==> src/rtl/operator_sweep_controller_pkg.sv <==
// Shared types and constants for the per-sample operator sweep sequencer.
package operator_sweep_controller_pkg;

  typedef logic [7:0] VoiceOperatorID_t;

  // The generator decodes this ID as end-of-sweep, so it must never rest on the bus.
  localparam VoiceOperatorID_t LAST_VOICE_OPERATOR = 8'hFF;

  localparam int DEFAULT_CLOCKS_PER_SAMPLE = 1024;

  typedef enum logic [1:0] {
    ST_IDLE   = 2'd0,
    ST_SWEEP  = 2'd1,
    ST_DRAIN  = 2'd2,
    ST_PAUSED = 2'd3
  } SweepState_t;

  function automatic logic f_StickyNext(input logic i_Current, input logic i_Set,
                                        input logic i_Clear);
    return i_Set | (i_Current & ~i_Clear);
  endfunction

endpackage

==> src/rtl/operator_sweep_controller_sample_output_register.sv <==
// One-entry valid/ack holding register for finished samples, with sticky drop flag.
module operator_sweep_controller_sample_output_register
  import operator_sweep_controller_pkg::*;
(
  input  logic        i_Clock,
  input  logic        i_Reset,
  input  logic        i_SampleReady,
  input  logic [15:0] i_Sample,
  input  logic        i_SampleAck,
  input  logic        i_ClearFlags,
  output logic        o_SampleValid,
  output logic [15:0] o_Sample,
  output logic        o_SampleDropped
);

  logic        r_Valid;
  logic [15:0] r_Sample;
  logic        r_Dropped;
  logic        w_DropSet;

  // An unacked sample is lost only when a new one lands without a same-cycle ack.
  assign w_DropSet = i_SampleReady & r_Valid & ~i_SampleAck;

  always_ff @(posedge i_Clock or posedge i_Reset) begin
    if (i_Reset) begin
      r_Valid   <= 1'b0;
      r_Sample  <= 16'h0000;
      r_Dropped <= 1'b0;
    end else begin
      if (i_SampleReady) begin
        r_Valid  <= 1'b1;
        r_Sample <= i_Sample;
      end else if (i_SampleAck) begin
        r_Valid  <= 1'b0;
        r_Sample <= r_Sample;
      end else begin
        r_Valid  <= r_Valid;
        r_Sample <= r_Sample;
      end
      r_Dropped <= f_StickyNext(r_Dropped, w_DropSet, i_ClearFlags);
    end
  end

  assign o_SampleValid   = r_Valid;
  assign o_Sample        = r_Sample;
  assign o_SampleDropped = r_Dropped;

endmodule

==> src/rtl/operator_sweep_controller.sv <==
// Per-sample-period sequencer: sweeps all operator IDs, waits for the sample,
// and offers the host a pause window with no sweep in flight.
module operator_sweep_controller
  import operator_sweep_controller_pkg::*;
#(
  parameter int CLOCKS_PER_SAMPLE  = DEFAULT_CLOCKS_PER_SAMPLE,
  parameter int NUM_OPERATOR_SLOTS = int'(LAST_VOICE_OPERATOR) + 1
) (
  input  logic        i_Clock,
  input  logic        i_Reset,
  input  logic        i_PauseRequest,
  output logic        o_PauseGrant,
  output logic [7:0]  o_VoiceOperator,
  output logic        o_OperatorValid,
  input  logic        i_SampleReady,
  input  logic [15:0] i_Sample,
  output logic        o_SampleValid,
  output logic [15:0] o_Sample,
  input  logic        i_SampleAck,
  output logic        o_Overrun,
  output logic        o_SampleDropped,
  input  logic        i_ClearFlags
);

  localparam int               CW         = $clog2(CLOCKS_PER_SAMPLE);
  localparam logic [CW-1:0]    LAST_COUNT = CW'(CLOCKS_PER_SAMPLE - 1);
  localparam VoiceOperatorID_t LAST_INDEX = VoiceOperatorID_t'(NUM_OPERATOR_SLOTS - 1);

  logic [CW-1:0]    r_PeriodCount;
  logic             w_Tick;
  SweepState_t      r_State;
  SweepState_t      w_NextState;
  VoiceOperatorID_t r_Index;
  VoiceOperatorID_t w_NextIndex;
  logic             w_OverrunSet;
  logic             r_OperatorValid;
  VoiceOperatorID_t r_VoiceOperator;
  logic             r_PauseGrant;
  logic             r_Overrun;

  assign w_Tick = (r_PeriodCount == LAST_COUNT);

  always_ff @(posedge i_Clock or posedge i_Reset) begin
    if (i_Reset) begin
      r_PeriodCount <= '0;
    end else if (w_Tick) begin
      r_PeriodCount <= '0;
    end else begin
      r_PeriodCount <= r_PeriodCount + CW'(1);
    end
  end

  always_comb begin
    w_NextState  = r_State;
    w_NextIndex  = r_Index;
    w_OverrunSet = 1'b0;
    case (r_State)
      ST_IDLE: begin
        // Pause beats a simultaneous tick; that tick is simply lost.
        if (i_PauseRequest) begin
          w_NextState = ST_PAUSED;
        end else if (w_Tick) begin
          w_NextState = ST_SWEEP;
          w_NextIndex = 8'h00;
        end else begin
          w_NextState = ST_IDLE;
        end
      end
      ST_SWEEP: begin
        w_OverrunSet = w_Tick;
        if (r_Index == LAST_INDEX) begin
          w_NextState = ST_DRAIN;
          w_NextIndex = 8'h00;
        end else begin
          w_NextIndex = r_Index + 8'd1;
        end
      end
      ST_DRAIN: begin
        w_OverrunSet = w_Tick;
        if (i_SampleReady) begin
          w_NextState = ST_IDLE;
        end else begin
          w_NextState = ST_DRAIN;
        end
      end
      ST_PAUSED: begin
        if (i_PauseRequest) begin
          w_NextState = ST_PAUSED;
        end else begin
          w_NextState = ST_IDLE;
        end
      end
      default: begin
        w_NextState = ST_IDLE;
        w_NextIndex = 8'h00;
      end
    endcase
  end

  // Outputs are decoded from the next state so they align with the state they describe.
  always_ff @(posedge i_Clock or posedge i_Reset) begin
    if (i_Reset) begin
      r_State         <= ST_IDLE;
      r_Index         <= 8'h00;
      r_OperatorValid <= 1'b0;
      r_VoiceOperator <= 8'h00;
      r_PauseGrant    <= 1'b0;
      r_Overrun       <= 1'b0;
    end else begin
      r_State         <= w_NextState;
      r_Index         <= w_NextIndex;
      r_OperatorValid <= (w_NextState == ST_SWEEP);
      r_VoiceOperator <= (w_NextState == ST_SWEEP) ? w_NextIndex : 8'h00;
      r_PauseGrant    <= (r_State == ST_PAUSED) && (w_NextState == ST_PAUSED);
      r_Overrun       <= f_StickyNext(r_Overrun, w_OverrunSet, i_ClearFlags);
    end
  end

  assign o_OperatorValid = r_OperatorValid;
  assign o_VoiceOperator = r_VoiceOperator;
  assign o_PauseGrant    = r_PauseGrant;
  assign o_Overrun       = r_Overrun;

  operator_sweep_controller_sample_output_register u_output_register (
    .i_Clock         (i_Clock),
    .i_Reset         (i_Reset),
    .i_SampleReady   (i_SampleReady),
    .i_Sample        (i_Sample),
    .i_SampleAck     (i_SampleAck),
    .i_ClearFlags    (i_ClearFlags),
    .o_SampleValid   (o_SampleValid),
    .o_Sample        (o_Sample),
    .o_SampleDropped (o_SampleDropped)
  );

endmodule

==> config.mk <==
export PLATFORM = sky130hd
export DESIGN_NAME = operator_sweep_controller
export DESIGN_NICKNAME = d
export VERILOG_FILES = /design/src/rtl/operator_sweep_controller_pkg.sv /design/src/rtl/operator_sweep_controller_sample_output_register.sv /design/src/rtl/operator_sweep_controller.sv
export SDC_FILE = /design/constraint.sdc
export NUM_CORES = 1
export LEC_CHECK = 0
export CAP_MARGIN = 40
export CORE_ASPECT_RATIO = 0.6
export CORE_UTILIZATION = 48
export CTS_BUF_LIST = sky130_fd_sc_hd__clkbuf_8
export DETAILED_ROUTE_END_ITERATION = 8
export PLACE_DENSITY = 0.83
export RECOVER_POWER = 25
export SLEW_MARGIN = 25
export SYNTH_ARGS = -nofsm -noshare
export SYNTH_HDL_FRONTEND = slang
export SYNTH_SLANG_ARGS = --single-unit
==> constraint.sdc <==
create_clock -name i_Clock -period 2.6 [get_ports i_Clock]
set_clock_uncertainty 0.15 [all_clocks]
set_input_delay 0.65 -clock i_Clock [delete_from_list [all_inputs] [get_ports i_Clock]]
set_output_delay 0.65 -clock i_Clock [all_outputs]
set_load 0.02 [all_outputs]
==> metrics, run 1 <==
Worst slew margin=approximately half; Hold Path Class=reg2reg; Hold Fails Final Rpt=0; sequential area share after synthesis=57.31%; GR Util All Layers=approximately a fifth; Mapped Area=0.002140 mm^2; Skew-Pair Late Insertion Delay=roughly 300 ps; Via density=5.203; Max rail drop VDD=0.0004646 V; ANT nets after route=0; Max Slew Vio Count=0; Vias=1462; # Post-CTS Setup Buffers=0; crit-path max FO=8; WL per Instance=14.61 um; Die X=between 80 and 90 um; gpl congestion=between 0.7 and 0.8; Overflow after GRT=0; Crit. End Element=register; first-pass GRT wire length=between 6000 and 7000 um; Worst Path Arrival=2280 ps; commonest non-fill, non-tap cells in the layout=clkdlybuf4s50_1 (49), dfrtp_1 (49), mux2_2 (17); outcome=completed; # IOs=51; total wire length=4106 um; Layout area overhead=31.81%; dpl cell area=0.002734 mm^2; Util after Layout=67.32%; max cap viols=0; Gate Count Post-Synth=163; Diodes inserted=0; Nets=between 200 and 250; Port Buffers=50; Syn Area/Cell=13.13 um^2; P per Cell Area=approximately 840 mW/mm^2; post-cts sizing count=0; synth unique cells=39; post-synthesis net count=191; setup tns final=0 ps; initial antenna violation count=0; CP top delay family=buffers and inverters; hold buffer count at CTS=0; Sink Count=49; WS Path Type=in2reg; WP data required=2660 ps; Rows=18; clock tree from TritonCTS=done; die area=0.004737 mm^2; period utilisation layout=between 80 and 90%; Initial Utilization=51.08%; Period minus WS final=2227 ps; DRT iter0 DRCs=97; vias in the first global route=1357; Crit-path slowest cell=clkdlybuf4s50_1; Ys Warns=0; H-tree levels=2; Clock Path Buffers=2; Die Y=53.72 um; Num CTS Buffers=5; RSZ-0062 raised after global routing=no; Fmax achieved=449.0 MHz; slowest cell delay on critical path=510 ps; Pwr Total=2377 uW; core area=0.004189 mm^2; Yosys reg bits=between 40 and 50; endpoints failing setup=0; Lkg Pwr=around 0.0012 uW; Root Driver=clkbuf_8; drt first pass iters=4; Buf/Inv on CP=2; CP Cell Sequence=clkdlybuf4s50_1 > and2b_1 > buf_4 > a41oi_4 > a22o_1 > nor3b_1; post-detail-place hpwl=2950 um; largest net degree at the start of global routing=38; # DRC=0; fraction of layout cells with a size suffix above 1=around 18%; fin area=about 0.0028 mm^2; Worst Tran Pin Value=729.8 ps; CTS clk-pin slew, worst paths=approximately 90 ps; startpoint types=input port
## path summary, 6_finish.rpt
path / slack [ps] / cells after the start / from / to
setup reg to reg: 490 / 5 / r_Index[0]$_DFF_PP0_ / o_PauseGrant$_DFF_PP0_
min in group asynchronous: 680 / 2 / i_Reset / u_output_register.o_Sample[10]$_DFFE_PP0P_
hold reg to reg: 340 / 1 / r_PeriodCount[0]$_DFF_PP0_ / r_PeriodCount[0]$_DFF_PP0_
max in group asynchronous: 1050 / 3 / i_Reset / r_PeriodCount[2]$_DFF_PP0_
setup / recovery: 370 / 6 / i_PauseRequest / o_VoiceOperator[2]$_DFF_PP0_
hold / removal: 340 / 1 / r_PeriodCount[0]$_DFF_PP0_ / r_PeriodCount[0]$_DFF_PP0_
## cell usage after synthesis
cell	number	area (um^2)
a2111oi_2	1	15.01
a211oi_1	1	7.510
a21boi_0	2	15.01
a21o_1	1	7.510
a21o_2	1	8.760
a21oi_1	5	25.02
a22o_1	5	43.79
a32o_1	1	10.01
a41oi_1	1	8.760
a41oi_4	1	27.53
and2_1	3	18.77
and2b_1	2	15.01
and3_1	2	12.51
and3_4	2	22.52
and3b_1	1	8.760
and4_1	2	17.52
and4_4	2	22.52
buf_1	1	3.750
buf_2	2	10.01
buf_6	2	22.52
dfrtp_1	49	1226
ha_1	6	75.07
inv_1	5	18.77
inv_2	1	3.750
mux2_2	17	191.4
nand2_1	5	18.77
nand3_1	5	25.02
nand4_1	3	18.77
nor2_1	6	22.52
nor2b_1	3	18.77
nor3_1	2	10.01
nor3b_1	5	37.54
nor4_1	2	12.51
o211ai_1	1	7.510
o21ai_0	3	15.01
o22ai_4	1	20.02
or2b_1	1	7.510
xnor2_1	5	43.79
xor2_1	5	43.79
## per-stage QoR
stage	cells	hold slack (ps)	setup slack (ps)
after global routing	281	362.4	240.1
after global placement	273	323.0	-265.6
after detailed placement	273	328.9	47.25
after floorplan	163	293.5	627.2
after CTS	281	342.6	360.9
final	281	339.7	372.8
## state kept, by name, summed over array words and instances (netlist names)
register / flops
u_output_register.o_Sample: 16
r_PeriodCount: 10
o_VoiceOperator: 8
r_Index: 8
r_State: 2
o_OperatorValid: 1
o_Overrun: 1
o_PauseGrant: 1
u_output_register.o_SampleDropped: 1
u_output_register.o_SampleValid: 1
## routing by layer
| layer | global-route usage [%] | vias to the layer above | part of all wire, % |
|---|---|---|---|
| li1 | - | 697 | - |
| met1 | 26.19 | 705 | 48 |
| met2 | 26.67 | 55 | 41 |
| met3 | 9.816 | 5 | 11 |
| met4 | 6.452 | 0 | 0.90 |
| met5 | 0 | - | 0 |
## layout make-up
type | count | area [um^2]
clock inverters | 3 | 17.52
flip-flops and latches | 49 | 1226
clock buffers | 5 | 68.82
well taps | 60 | 75.07
multi-input cells | 103 | 859.6
fillers | 337 | 1369
inverters | 6 | 22.52
repair buffers | 55 | 550.5
## power by group
group | total (uW) | internal [uW] | switching [uW]
registers | 1010 | 900 | 109
logic | 931 | 443 | 488
clock network | 437 | 188 | 249
## kinds of logic (layout without fill, tap and decap cells)
family / count (synthesis) / count (layout) / synth area share (%)
DFF: 49 / 49 / 57.31
and+or+nand+nor: 46 / 46 / 13.51
AOI/OAI and AO/OA: 24 / 24 / 9.883
muxes: 17 / 17 / 8.947
buffers and inverters: 11 / 69 / 2.748
xor gates and xnor gates: 10 / 10 / 4.093
adders and majority gates: 6 / 6 / 3.509
(Power assumes the default switching activity.)
==> run 2, diff against run 1 <==
- REMOVE_ABC_BUFFERS: not set -> 1
- SLEW_MARGIN: 25 -> 10
==> run 2 against run 1 <==
Global-route usage increased by 1.5 points. Critical path depth unchanged. Total power increased by 4.4%. Non-clock buffer count increased by 1. Final cell count increased by 0.36%. Routed wire length increased by 3.8%. Combinational power increased by 1%. Sequential share of layout area decreased by 0.19 points. Fmax decreased by 2.1%. Sequential cell count unchanged. Die area unchanged.
==> metrics, run 2 (synthesis gave the netlist of run 1 again) <==
Final WS setup=325.7 ps (-47.10 ps); WHS Path Cells=1 (unchanged); Fin Hold WS=340.9 ps (+1.255 ps); total wire length=4264 um (+3.8%); DRT iter0 DRCs=68 (-30%); clock tree from TritonCTS=done; vias in the first global route=1422 (+4.8%); post-cts sizing count=0 (unchanged); # fillers=321 (-4.7%); crit-path max FO=6 (-2); Period minus WS final=2274 ps (+47.10 ps); setup tns final=0 ps (unchanged); post-detail-place hpwl=3085 um (+4.6%); initial antenna violation count=0 (unchanged); P per Cell Area=875.6 mW/mm^2 (+3.9%); Initial Utilization=51.08% (unchanged); CTS clk-pin slew, worst paths=90 ps (about the same); Hold Path Class=reg2reg; gpl congestion=0.7992 (+0.86%); FF-to-FF setup slack=400 ps (-90 ps); Worst Tran Pin Value=1198 ps (+468.3 ps); Place WS=-17.40 ps (-64.66 ps); max reg flops=16 (unchanged); DR WL met2=1658 um (-0.78%); Max Slew Vio Count=0 (unchanged); startpoint types=input port; Post-Layout Cell Count=282 (+0.36%); Skew-Pair Late Insertion Delay=300 ps (about the same); WS Path Type=in2reg; commonest non-fill, non-tap cells in the layout=clkdlybuf4s50_1 (49), dfrtp_1 (49), mux2_2 (17), nor2_1 (6), ha_1 (6); fraction of layout cells with a size suffix above 1=17.57% (-0.079 points); die area=0.004737 mm^2 (unchanged); met1 WL=2259 um (+15%); Lkg Pwr=0.001231 uW (+0.34%); Placed Cells=274 (+0.37%); Die X=88.19 um (unchanged); multi-input logic area=854.6 um^2 (-0.58%); Hold Fails Final Rpt=0 (unchanged); max cap viols=0 (unchanged); Diodes inserted=0 (unchanged); Fmax achieved=439.7 MHz (-2.1%); Port Buffers=50 (unchanged); max layer used=met4; Max rail drop VDD=0.0005347 V (+15%); Layout area overhead=32.40%; WL per Instance=15.12 um (+3.5%); Pwr Total=2480 uW (+4.4%); Worst Path Arrival=2290 ps (about the same); first-pass GRT wire length=7031 um (+8.4%); # Post-CTS Setup Buffers=0 (unchanged); Rows=18 (unchanged); period utilisation layout=87.47% (+1.8 points); Root Driver=clkbuf_8; met3 routed wirelength=299 um (-32%); ANT nets after route=0 (unchanged); # DRC=0 (unchanged); Sink Count=49 (unchanged); Clock Path Buffers=2 (unchanged); R2R cell count=7 (+2); Die Y=53.72 um (unchanged); Worst slew margin=20.13% (-31 points); # IOs=51 (unchanged); Crit. End Element=register; drt first pass iters=4 (unchanged); RR Startpoint=r_State[0]$_DFF_PP0_; FF+latch area=0.001226 mm^2 (unchanged); outcome=completed; Overflow after GRT=0 (unchanged); reg-to-reg critical path endpoint=o_VoiceOperator[5]$_DFF_PP0_; H-tree levels=2 (unchanged); hold buffer count at CTS=0 (unchanged); Hold EP=r_PeriodCount[0]$_DFF_PP0_; WP data required=2610 ps (-50 ps); RSZ-0062 raised after global routing=no; hold wc startpoint=r_PeriodCount[0]$_DFF_PP0_; Nets=249 (+0.40%); endpoints failing setup=0 (unchanged); Vias=1435 (-1.8%); largest net degree at the start of global routing=50 (+32%); Via density=5.089 (-2.2%); core area=0.004189 mm^2 (unchanged); Num CTS Buffers=5 (unchanged); GR Util All Layers=20.81% (+1.5 points)
run 2: cell type report:
type | count | share of cell area [%]
clock buffer | 5 | 2.429
clock inverter | 3 | 1.502
inverter | 6 | 0.7951
multi-input combinational | 103 | 30.17
sequential | 49 | 43.29
tap | 60 | 2.650
timing repair buffer | 56 | 19.17
run 2: worst max path at each step:
stage	from	to	slack [ps]	cells past startpoint
after detailed placement	i_PauseRequest	o_VoiceOperator[5]$_DFF_PP0_	-20	6
final	i_PauseRequest	o_VoiceOperator[4]$_DFF_PP0_	330	6
after global routing	i_PauseRequest	o_VoiceOperator[4]$_DFF_PP0_	230	5
after floorplan	i_Reset	o_OperatorValid$_DFF_PP0_	630	1
after global placement	i_PauseRequest	o_PauseGrant$_DFF_PP0_	-230	4
after CTS	i_PauseRequest	o_VoiceOperator[4]$_DFF_PP0_	320	6
run 2: worst max-delay path, stage by stage:
cell,delay [ps]
clkdlybuf4s50_1,500
a21o_2,170
a2111oi_2,50
nor3_1,580
buf_4,270
nor3b_1,60
run 2: routing by layer:
metal	global-route usage (%)	vias to the layer above
met5	0	-
met4	7.258	0
met3	7.822	4
met2	27.31	42
met1	31.04	689
li1	-	700
run 2: stage by stage:
step / area, um^2 / utilization, %
after global routing: 2833 / 67.62
after global placement: 2729 / 65.14
after floorplan: 2103 / -
after CTS: 2848 / 67.98
after detailed placement: 2736 / 65.32
final: 2833 / 67.62
run 2: report_power, final:
group	switching (uW)	internal, uW
combinational	488	454
sequential	107	901
clock	246	285
total	841	1640
